--- config.mk ---
export PLATFORM = sky130hd
export DESIGN_NAME = seg_scan8
export DESIGN_NICKNAME = d
export VERILOG_FILES = /design/src/rtl/seg_scan8.sv
export SDC_FILE = /design/constraint.sdc
export NUM_CORES = 1
export LEC_CHECK = 0
export BUFFER_PORTS_ARGS = -buffer_cell sky130_fd_sc_hd__buf_2
export CAP_MARGIN = 20
export CORE_UTILIZATION = 40
export DETAILED_ROUTE_END_ITERATION = 7
export PLACE_DENSITY = 0.59
export RECOVER_POWER = 25
export SYNTH_ARGS = -nofsm -noshare
export SYNTH_HDL_FRONTEND = slang
export SYNTH_SLANG_ARGS = --single-unit
export TNS_END_PERCENT = 20
--- constraint.sdc ---
create_clock -name clk -period 4.7 [get_ports clk]
set_clock_uncertainty 0.1 [all_clocks]
set_input_delay 0.47 -clock clk [delete_from_list [all_inputs] [get_ports clk]]
set_output_delay 0.47 -clock clk [all_outputs]
set_load 0.1 [all_outputs]
--- src/rtl/seg_scan8.sv ---
// seg_scan8: eight-digit multiplexed seven-segment driver, double-buffered.
// Optional: define LEADING_ZERO_BLANK_EN to blank leading zero digits.
module seg_scan8 #(
  parameter int DIV = 100000
) (
  input  logic        clk,
  input  logic        rst,
  input  logic        load,
  input  logic [31:0] data,
  input  logic [7:0]  en_mask,
  input  logic [7:0]  dp_mask,
  output logic [6:0]  cn,
  output logic        dp,
  output logic [7:0]  an,
  output logic        frame,
  output logic        pending
);

  localparam int PW = (DIV > 2) ? $clog2(DIV) : 1;

  logic [PW-1:0] pcnt_q, pcnt_d;
  logic [2:0]    idx_q, idx_d;
  logic [31:0]   act_data_q, act_data_d;
  logic [7:0]    act_en_q, act_en_d;
  logic [7:0]    act_dp_q, act_dp_d;
  logic [31:0]   pend_data_q, pend_data_d;
  logic [7:0]    pend_en_q, pend_en_d;
  logic [7:0]    pend_dp_q, pend_dp_d;
  logic          pending_q, pending_d;
  logic          frame_q, frame_d;
  logic [6:0]    cn_q, cn_d;
  logic          dp_q, dp_d;
  logic [7:0]    an_q, an_d;
  logic          tick, boundary;
  logic [7:0]    sup;
  logic          lead;
  logic [3:0]    code;

  function automatic logic [6:0] glyph(input logic [3:0] c);
    logic [6:0] g;
    unique case (c)
      4'h0: g = 7'b1000000;
      4'h1: g = 7'b1111001;
      4'h2: g = 7'b0100100;
      4'h3: g = 7'b0110000;
      4'h4: g = 7'b0011001;
      4'h5: g = 7'b0010010;
      4'h6: g = 7'b0000010;
      4'h7: g = 7'b1111000;
      4'h8: g = 7'b0000000;
      4'h9: g = 7'b0010000;
      4'hA: g = 7'b0001000;
      4'hB: g = 7'b0000011;
      4'hC: g = 7'b1000110;
      4'hD: g = 7'b0100001;
      4'hE: g = 7'b0000110;
      default: g = 7'b0001110;
    endcase
    return g;
  endfunction

  assign tick     = (pcnt_q == PW'(DIV - 1));
  assign boundary = tick && (idx_q == 3'd7);

  // Scan timing and buffer hand-over at frame boundaries.
  always_comb begin
    pcnt_d      = tick ? '0 : pcnt_q + 1'b1;
    idx_d       = tick ? idx_q + 3'd1 : idx_q;
    act_data_d  = act_data_q;
    act_en_d    = act_en_q;
    act_dp_d    = act_dp_q;
    pend_data_d = pend_data_q;
    pend_en_d   = pend_en_q;
    pend_dp_d   = pend_dp_q;
    pending_d   = pending_q;
    frame_d     = boundary;
    if (boundary) begin
      pending_d = 1'b0;
      if (load) begin
        act_data_d = data;
        act_en_d   = en_mask;
        act_dp_d   = dp_mask;
      end else if (pending_q) begin
        act_data_d = pend_data_q;
        act_en_d   = pend_en_q;
        act_dp_d   = pend_dp_q;
      end
    end else if (load) begin
      pend_data_d = data;
      pend_en_d   = en_mask;
      pend_dp_d   = dp_mask;
      pending_d   = 1'b1;
    end
  end

  // Leading-zero suppression mask over the next active set.
  always_comb begin
    sup  = '0;
    lead = 1'b1;
`ifdef LEADING_ZERO_BLANK_EN
    for (int k = 7; k >= 1; k--) begin
      if (act_en_d[k]) begin
        if (lead && act_data_d[4*k +: 4] == 4'h0) sup[k] = 1'b1;
        else lead = 1'b0;
      end
    end
`endif
  end

  // Segment and anode drive for the upcoming slot, updated on tick only.
  always_comb begin
    cn_d = cn_q;
    dp_d = dp_q;
    an_d = an_q;
    code = act_data_d[4*idx_d +: 4];
    if (tick) begin
      cn_d = 7'h7F;
      dp_d = 1'b1;
      an_d = 8'hFF;
      if (act_en_d[idx_d]) begin
        dp_d = ~act_dp_d[idx_d];
        if (!sup[idx_d]) begin
          cn_d = glyph(code);
          an_d = ~(8'd1 << idx_d);
        end else if (act_dp_d[idx_d]) begin
          an_d = ~(8'd1 << idx_d);
        end
      end
    end
  end

  // State and registered outputs.
  always_ff @(posedge clk or posedge rst) begin
    if (rst) begin
      pcnt_q      <= '0;
      idx_q       <= '0;
      act_data_q  <= '0;
      act_en_q    <= '0;
      act_dp_q    <= '0;
      pend_data_q <= '0;
      pend_en_q   <= '0;
      pend_dp_q   <= '0;
      pending_q   <= 1'b0;
      frame_q     <= 1'b0;
      cn_q        <= 7'h7F;
      dp_q        <= 1'b1;
      an_q        <= 8'hFF;
    end else begin
      pcnt_q      <= pcnt_d;
      idx_q       <= idx_d;
      act_data_q  <= act_data_d;
      act_en_q    <= act_en_d;
      act_dp_q    <= act_dp_d;
      pend_data_q <= pend_data_d;
      pend_en_q   <= pend_en_d;
      pend_dp_q   <= pend_dp_d;
      pending_q   <= pending_d;
      frame_q     <= frame_d;
      cn_q        <= cn_d;
      dp_q        <= dp_d;
      an_q        <= an_d;
    end
  end

  assign cn      = cn_q;
  assign dp      = dp_q;
  assign an      = an_q;
  assign frame   = frame_q;
  assign pending = pending_q;

endmodule

After elaboration in Yosys (flattened, before gate mapping)
Memory sizes are Yosys's and may differ from the RTL's.
Cells that the tools add are included.
{"block": "word_totals", "elab_cells": 52, "latchBits": 0, "output_inout_bits": 18, "mem_bits_rw": 0, "in_bits": 51, "register_bits": 134, "n_memories": 2, "mem_bits_ro": 120}
{"name": "(no name shown)", "depth": 16, "width": 7, "rd": 1, "rd_ports_with_merged_regs": 0, "write_ports": 0, "line_no": "41", "source": "unique case (c)"}
{"name": "(no name shown)", "depth": 8, "width": 1, "rd": 1, "rd_ports_with_merged_regs": 0, "write_ports": 0, "line_no": "122", "source": "if (!sup[idx_d]) begin"}
{"block": "classes", "n_mul": 0, "n_eq_ne": 2, "add_sub_neg": 2, "shift": 2, "n_reduce_logical": 3, "bitwise": 3, "muxes": 24, "magnitude_cmp": 1, "div": 0}
{"op": "32-bit two-way mux", "n": 3}
{"op": "8-bit two-way mux", "n": 9}
{"op": "32-bit by 6-bit indexed part select with 4-bit output", "n": 1}
{"op": "17-bit by 1-bit adder with 17-bit output (second input constant)", "n": 1}
{"op": "17-bit == test (second input constant)", "n": 1}
{"op": "17-bit two-way mux", "n": 1}
{"op": "7-bit two-way mux", "n": 2}
{"op": "8-bit NOT", "n": 1}
{"op": "1-bit by 3-bit left shift with 8-bit output (first input constant)", "n": 1}
{"op": "1-bit binary-select mux with 3-bit select", "n": 2}
{"op": "1-bit two-way mux", "n": 6}
{"op": "3-bit by 4-bit less-than comparator with 1-bit output (second input constant)", "n": 1}
{"op": "3-bit by 1-bit adder with 3-bit output (second input constant)", "n": 1}
{"op": "3-bit == test (second input constant)", "n": 1}
{"op": "3-bit two-way mux", "n": 1}
{"op": "1-bit NOT", "n": 2}
{"op": "2-bit AND reduction", "n": 1}
{"op": "2-bit nonzero test", "n": 1}
{"op": "1-bit logical AND", "n": 1}

Logic depth before layout (Yosys ltp)
Gate-level depths: netlist (run 1).
{"block": "logic_depth", "ltp_word": 8, "mapped_depth": 17}

Worst setup path after synthesis (run 1)
OpenSTA, ideal clock, no wires.
{"block": "synth_path", "kind": "reg2reg", "start": "register idx_q[1]", "end": "register cn_q[5] (netlist: cn[5])", "path_stages_with_launch": 18, "path_buffers": 4, "required_ps": 4519, "slack_ps": 910, "synth_period_minus_slack_ps": 3790, "arrival_ps": 3609, "path_cell_list": "dfrtp_1 -> ha_1 -> ha_1 -> clkbuf_1 -> and2_1 -> clkbuf_1 -> clkbuf_1 -> clkbuf_1 -> nand3_1 -> a22oi_1 -> nand2_1 -> a221oi_1 -> a22o_1 -> inv_1 -> ha_1 -> mux2_4 -> a221oi_2 -> nor2_1"}
{"block": "synth_between", "elab_chain_len": 7, "elab_cells_between_ends": 14, "classes_between": "1 x add/sub; 1 x eq/ne; 1 x shift; 8 x mux; 1 x reduce/logical; 2 x memory"}
{"item": "start: declaration", "line_no": "22", "source": "logic [2:0] idx_q, idx_d;"}
{"item": "start signal: assignment", "line_no": "150", "source": "idx_q <= idx_d;"}
{"item": "3-bit == test", "line_no": "63", "source": "assign boundary = tick && (idx_q == 3'd7);"}
{"item": "1-bit logical AND", "line_no": "63"}
{"item": "32-bit two-way mux", "line_no": "77", "source": "if (boundary) begin"}
{"item": "via act_data_d[13]", "line_no": "23", "source": "logic [31:0] act_data_q, act_data_d;"}
{"item": "32-bit by 6-bit indexed part select with 4-bit output", "line_no": "115", "source": "code = act_data_d[4*idx_d +: 4];"}
{"item": "memory read 16 x 7 bit"}
{"item": "7-bit two-way mux", "line_no": "122"}
{"item": "7-bit two-way mux", "line_no": "120", "source": "if (act_en_d[idx_d]) begin"}
{"item": "end signal: assignment", "line_no": "159", "source": "cn_q <= cn_d;"}
{"item": "end: declaration", "line_no": "31", "source": "logic [6:0] cn_q, cn_d;"}
The timed path passes the listed nets, and every way through them passes these cells. The select of a mux whose other input is x is not followed.
A chain may end at the register's enable or synchronous reset.

Final worst setup path (run 1)
{"block": "layout_path", "start": "register pcnt_q[13]", "end": "register cn_q[5] (netlist: cn[5])"}
{"block": "layout_between", "elab_chain_len": 7, "elab_cells_between_ends": 13, "classes_between": "1 x eq/ne; 1 x shift; 8 x mux; 1 x reduce/logical; 2 x memory"}
{"item": "start: declaration", "line_no": "21", "source": "logic [PW-1:0] pcnt_q, pcnt_d;"}
{"item": "start signal: assignment", "line_no": "149", "source": "pcnt_q <= pcnt_d;"}
{"item": "17-bit == test (*)", "line_no": "62", "source": "assign tick = (pcnt_q == PW'(DIV - 1));"}
{"item": "1-bit logical AND", "line_no": "63"}
{"item": "32-bit two-way mux", "line_no": "77"}
{"item": "32-bit by 6-bit indexed part select with 4-bit output", "line_no": "115"}
{"item": "memory read 16 x 7 bit"}
{"item": "7-bit two-way mux", "line_no": "122"}
{"item": "7-bit two-way mux", "line_no": "120"}
Mark *: on every way between the ends. The rest lies on a longest branch, timed or not. The select of a mux whose other input is x is not followed.

==> results of run 1 <==
-- synth_stat cells, drive strengths merged, types with 3 or more instances --
master and count:
or2 3, o31ai 5, a221oi 5, a22oi 8, o211ai 4, nor3 12
o221a 8, dfstp 16, a21oi 33, and3 5, a21boi 5, dfrtp 118
or3 5, clkbuf 24, nand2 36, o22ai 25, a31oi 4, a41oi 12
a21o 11, ha 9, nor2 56, nand3 21, mux2 47, inv 30
xor2 3, o21ai 32, nand3b 8, a221o 8, mux2i 7, o22a 3
a211oi 5, nor2b 5, nand4 17, buf 16, xnor2 9, nor4 4
and2 5, or4b 3
-- cell families after synthesis --
logic type,count (synthesis)
simple gates,186
compound gates,184
flops,134
buf+inv,71
mux,55
xor+xnor,12
fa+ha+maj,9
-- through the flow --
step | hold slack [ps] | instances | setup WS, ps | power, mW
floorplan | 348 | 651 | 574 | 1.31
global placement | 367 | 917 | 691 | 1.37
detailed placement | 380 | 917 | 549 | 1.38
CTS | 184 | 949 | 542 | 2.55
global route | 191 | 949 | 247 | 2.63
finish | 197 | 949 | 529 | 2.53
-- state kept, by name (all words and copies together), names as in the netlist, 8 cells and up --
signal,cells
pcnt_q,17
pend_dp_q,8
pend_data_q,32
act_data_q,32
an,8
pend_en_q,8
act_dp_q,8
act_en_q,8
-- where the power goes --
part	switching [mW]	leakage [nW]	total (mW)	internal (mW)
clock network	0.477	0.256	1.17	0.696
registers	0.0230	1.67	1.22	1.20
logic	0.0730	1.64	0.132	0.0591
-- final cells by class --
| type | count | area (um2) |
|---|---|---|
| clock buffers | 26 | 479 |
| clock inverters | 6 | 30.0 |
| fillers | 1545 | 8680 |
| inverters | 31 | 118 |
| multi-input cells | 446 | 3150 |
| flip-flops and latches | 134 | 3370 |
| well taps | 220 | 275 |
| repair buffers | 86 | 475 |
-- cell usage in the layout (no fill, tap or decap), types with 10 or more instances in the layout --
cell | synthesis | layout
nor3_1 | 10 | 10
nand4_1 | 17 | 17
a41oi_1 | 12 | 12
mux2_2 | 46 | 46
buf_2 | 10 | 68
o22ai_1 | 24 | 24
dfrtp_1 | 118 | 118
buf_4 | 0 | 18
a21oi_1 | 33 | 33
inv_1 | 30 | 30
dfstp_2 | 16 | 16
clkbuf_16 | 0 | 17
nor2_1 | 53 | 53
o21ai_0 | 30 | 30
nand2_1 | 35 | 34
a21o_1 | 11 | 11
nand3_1 | 21 | 21
-- final timing paths --
check,start,end,slack [ps],cells past startpoint
worst max-delay path,pcnt_q[13],cn[5],530,13
worst max register to register,pcnt_q[13],cn[5],530,13
min in group asynchronous,rst,act_data_q[24],1340,2
max in group asynchronous,rst,pend_data_q[5],1060,2
worst min-delay path,data[19],pend_data_q[19],200,2
worst min register to register,pcnt_q[0],pcnt_q[0],390,1
-- critical path: cells and delay by family (launching register included) --
kind	cells	cell delay, ps
DFF	1	420
and+or+nand+nor	5	1410
AOI/OAI and AO/OA	4	1090
buffers and inverters	2	540
muxes	1	280
adders and majority gates	1	240
-- routing by layer --
metal  vias to the layer above  GRT usage  routed length [um]
met5                         -          0                   0
met4                         0      0.114                 690
met3                        48     0.0556                1010
met2                       171      0.350                8680
met1                      2810      0.294                8240
li1                       2560          -                   -
==> results.ini, run 1 <==
[setup_path]
crit_type=reg2reg
arrival_ps=4420
crit_path_frequent_cell=nor3_1
cpMaxStageDelayCell=or4b_1
end_kind=register
max_stage_delay_ps=710
crit_chain=or4b_1 -> nor4_4 -> buf_4 -> nor3_1 -> a21oi_1 -> nor3_1 -> a221oi_1 -> a22o_1 -> inv_1 -> ha_1 -> mux2_4 -> a221oi_2 -> nor2_1
critPathLaunchType=register
required_ps=4950
worst-path-max-fanout=39

[sta]
drv_slew=99
period_minus_slack_ps=4170
tns_ps=0
hold_violations=0
rsz0062_at_grt=no
worst_pin_slew_ps=3730
setup_viol=0
max-slew-margin-rel=-1.49
fmax_ghz=0.240
period_share=0.887

[yosys]
synth_area_leaders=dfrtp_1 (43%), mux2_2 (7.6%), dfstp_2 (6.2%)
synth_edf_count=0
syn_area_per_cell_um2=10.4
synthesis.instances=651
synth-async-reset-ratio=1.00
dominantRegCellSynth=dfrtp_1
synth_xor_area_frac=0.0154
synthAdderAreaFrac=0.0166
ys_warn_count=0
synth-simple-area-share=0.144
synth_top_family_by_area=compound AO/OA/AOI/OAI gates
ys_seq_area_frac=0.496
syn-num-nets=711
synthesis.area_mm2=0.00680
synth_top_area_share=0.434
yosys_register_bits=134
synth_largest_area_cell=dfrtp_1
ys_types=74
synth_compound_area_frac=0.193
muxShareOfSynthArea=0.0925

[grt]
antenna_found_initial=0
grt_use_total=0.226
grt_pass1_vias=5622
grt_pass1_wl_um=30600
grt_max_degree=99
overflow=0

[power_and_ir_drop]
leakagePower_nw=3.57
ir_worst_vdd_mv=0.255
power_density_mw_per_mm2=320

[clock_tree]
cts_resized=0
clockBufferDepth=2
clk_pin_slew_ps=60
numCtsBuffers=17
root_buffer=clkbuf_16
ctsHtreeMaxLevel=4
clk_latency_ps=420
post_cts_buffers=0
cts_tree=built
cts_sinks=134
cts_hold_buffers=0

[placement]
place_area_mm2=0.00740
io_buffers=68
hpwlAfterDp_um=13500
gp_congestion=0.943

[route]
drtAntennaViolNets=0
routed_wl_um=18600
routedWlPerCell_um=19.6
drt_drc_violations_left=0
dr_total_vias=5589
drt_iter0_drc=361
vias_per_cell=5.89
firstDrtPassIters=7

[floorplan]
coreArea_mm2=0.0166
fp.dieW_um=132
dieArea_mm2=0.0175
die_y_um=132
start_util=0.410
rows=47
pin_count=69

[run_status]
violations=capacitance limit, slew limit
status=finished, violations left

[hold_path]
hold_class=in2reg

[final_layout]
final_util=0.476
areaGrowthSynthToFinish_pct=16.1
drive_gt1_frac=0.284
antenna_cells=0
final_nets=776
final_area_mm2=0.00790

[flow_run]
maxCapViolCount=1

(Power assumes the default switching activity.)
==> run 2, diff against run 1 <==
--- a/config.mk
+++ b/config.mk
@@ -5,9 +5,11 @@
 export SDC_FILE = /design/constraint.sdc
 export NUM_CORES = 1
 export LEC_CHECK = 0
+export ABC_AREA = 1
 export BUFFER_PORTS_ARGS = -buffer_cell sky130_fd_sc_hd__buf_2
 export CAP_MARGIN = 20
 export CORE_UTILIZATION = 40
+export CTS_CLUSTER_SIZE = 24
 export DETAILED_ROUTE_END_ITERATION = 7
 export PLACE_DENSITY = 0.59
 export RECOVER_POWER = 25
==> constraint.sdc (replaced) <==
create_clock -name clk -period 4.7 [get_ports clk]
set_clock_uncertainty 0.1 [all_clocks]
set_input_delay 0.47 -clock clk [delete_from_list [all_inputs] [get_ports clk]]
set_output_delay 0.47 -clock clk [all_outputs]
set_load 0.005 [all_outputs]
==> results.ini, run 2 <==
[yosys]
ys_warn_count=0  ; unchanged
yosys-top-cells-count=nand2_1 (307), inv_1 (131), dfrtp_1 (118)  ; was dfrtp_1 (118), nor2_1 (53), mux2_2 (46)
ys_types=43  ; was 74
yosys_register_bits=134  ; unchanged
synth_largest_area_cell=dfrtp_1  ; unchanged
syn-num-nets=1010  ; was 711
synth_top_area_share=0.403  ; was 0.434
synthesis.instances=950  ; was 651
synthesis.area_mm2=0.00732  ; was 0.00680 mm2
dominantRegCellSynth=dfrtp_1  ; unchanged
yosysMostFrequentCell=nand2_1  ; was dfrtp_1
syn_area_per_cell_um2=7.71  ; was 10.4 um2
synth_edf_count=0  ; unchanged
ys_seq_area_frac=0.461  ; was 0.496
synth_area_leaders=dfrtp_1 (40%), nand2_1 (16%), inv_1 (6.7%)  ; was dfrtp_1 (43%), mux2_2 (7.6%), dfstp_2 (6.2%)
synth-async-reset-ratio=1.00  ; unchanged

[power_and_ir_drop]
power_density_mw_per_mm2=340  ; was 320 mW/mm2
ir_worst_vdd_mv=0.250  ; was 0.255 mV
leakagePower_nw=4.51  ; was 3.57 nW

[clock_tree]
root_buffer=clkbuf_16  ; unchanged
ctsHtreeMaxLevel=4  ; unchanged
cts_hold_buffers=0  ; unchanged
cts_sinks=134  ; unchanged
clockBufferDepth=2  ; unchanged
cts_resized=0  ; unchanged
clk_latency_ps=420  ; about the same
cts_tree=built  ; unchanged
numCtsBuffers=17  ; unchanged
post_cts_buffers=0  ; unchanged
clk_pin_slew_ps=60  ; about the same

[final_layout]
antenna_cells=0  ; unchanged
seq_area_mm2=0.00337  ; unchanged
areaGrowthSynthToFinish_pct=16.3  ; was 16.1%
final_nets=1071  ; was 776
multi_input_area_mm2=0.00325  ; was 0.00315 mm2
final_cell_mix=nand2_1 (306), inv_1 (130), dfrtp_1 (118)  ; was dfrtp_1 (118), buf_2 (68), nor2_1 (53)
drive_gt1_frac=0.194  ; was 0.284
final_common_cell=nand2_1  ; was dfrtp_1
reg_top3=act_data_q: 32 flops, pend_data_q: 32 flops, pcnt_q: 17 flops  ; unchanged
nFillCells=1806  ; was 1545
final_util=0.474  ; was 0.476

[placement]
gp_congestion=0.873  ; was 0.943
io_buffers=68  ; unchanged
hpwlAfterDp_um=13000  ; was 13500 um

[setup_path]
reg2reg_slack_ps=1310  ; was 530 ps
crit_type=reg2reg  ; unchanged
required_ps=4950  ; about the same
arrival_ps=3640  ; was 4420 ps
worst-path-max-fanout=20  ; was 39
end_kind=register  ; unchanged
worstReg2RegStart=idx_q[0]  ; was pcnt_q[13]
critPathLaunchType=register  ; unchanged
startpoint=idx_q[0]  ; was pcnt_q[13]

[sta]
worst_pin_slew_ps=2250  ; was 3730 ps
fmax_ghz=0.295  ; was 0.240 GHz
whs_ps=197  ; about the same
period_minus_slack_ps=3390  ; was 4170 ps
tns_ps=0  ; unchanged
rsz0062_at_grt=no  ; unchanged
period_share=0.721  ; was 0.887
hold_violations=0  ; unchanged
setup_viol=0  ; unchanged
drv_slew=103  ; was 99
max-slew-margin-rel=-0.502  ; was -1.49

[grt]
grt_use_total=0.213  ; was 0.226
grt_pass1_wl_um=30300  ; was 30600 um
grt_pass1_vias=5845  ; was 5622
antenna_found_initial=0  ; unchanged
grt_max_degree=103  ; was 99
overflow=0  ; unchanged

[floorplan]
fp.dieW_um=137  ; was 132 um
die_y_um=137  ; was 132 um
start_util=0.408  ; was 0.410
coreArea_mm2=0.0180  ; was 0.0166 mm2
rows=49  ; was 47
dieArea_mm2=0.0188  ; was 0.0175 mm2
pin_count=69  ; unchanged

[hold_path]
hold_path_startpoint=data[30]  ; was data[19]
hold_class=in2reg  ; unchanged

[route]
dr_total_vias=6052  ; was 5589
drt_drc_violations_left=2  ; was 0
firstDrtPassIters=7  ; unchanged
routedWlPerCell_um=14.7  ; was 19.6 um
drt_iter0_drc=423  ; was 361
drtAntennaViolNets=0  ; unchanged
routed_wl_um=18400  ; was 18600 um
vias_per_cell=4.83  ; was 5.89

[run_status]
violations=DRC, capacitance limit, slew limit  ; was capacitance limit, slew limit
status=finished, violations left  ; unchanged

[flow_run]
maxCapViolCount=1  ; unchanged

## run 2: critical path, cell delays in order, from the launching register on
cell     delay [ps]
dfrtp_1         390
ha_1            180
ha_1            370
inv_1           160
nor2_4          540
nand2_4         290
nand2_1         120
nand2_1          80
nand2_1         100
nand3_1         100
nand2_2         160
inv_1            90
ha_1            220
nand3_1         100
inv_1            40
nand2_1          50
nand2_1          50
nor2_1          120
nor2_1           50
## run 2: final timing paths
kind | endpoint | cells past startpoint
worst max-delay path | cn[0] | 18
worst min-delay path | pend_data_q[30] | 2
worst max register to register | cn[0] | 18
worst min register to register | pcnt_q[0] | 1
max in group asynchronous | cn[3] | 3
min in group asynchronous | pend_dp_q[7] | 2
## run 2: power breakdown
part	internal, mW	switching [mW]
clock network	0.999	0.512
logic	0.0678	0.0987
registers	1.20	0.0218
## run 2: through the flow
stage	power, mW	setup slack [ps]	cells	cell area, um2
final	2.89	1310	1253	8510
after global placement	1.40	1370	1221	7840
after CTS	2.93	1280	1253	8510
after detailed placement	1.41	1310	1221	7840
after global routing	3.00	977	1253	8510
after floorplan	1.34	574	950	7320
## run 2: layer usage
layer	GRT usage	part of all wire	vias up
met4	0.0586	0.013	0
met3	0.0438	0.045	18
li1	-	-	3095
met5	0	0	-
met2	0.336	0.46	130
met1	0.295	0.48	2809
## run 2: area by class of cell
type                            count  area share
Clock buffer                       21      0.0564
Clock inverter                     11      0.0229
Inverter                          139      0.0617
Multi-Input combinational cell    645       0.382
Sequential cell                   134       0.396
Tap cell                          229      0.0337
Timing Repair Buffer               74      0.0466
## run 2: kinds of logic after synthesis
family	synth area share
flip-flops	0.461
XOR/XNOR	0.00359
multiplexers	0.0398
AO/OA/AOI/OAI	0.0894
AND/OR/NAND/NOR	0.296
adder cells (fa/ha/maj)	0.0154
buffers and inverters	0.0952
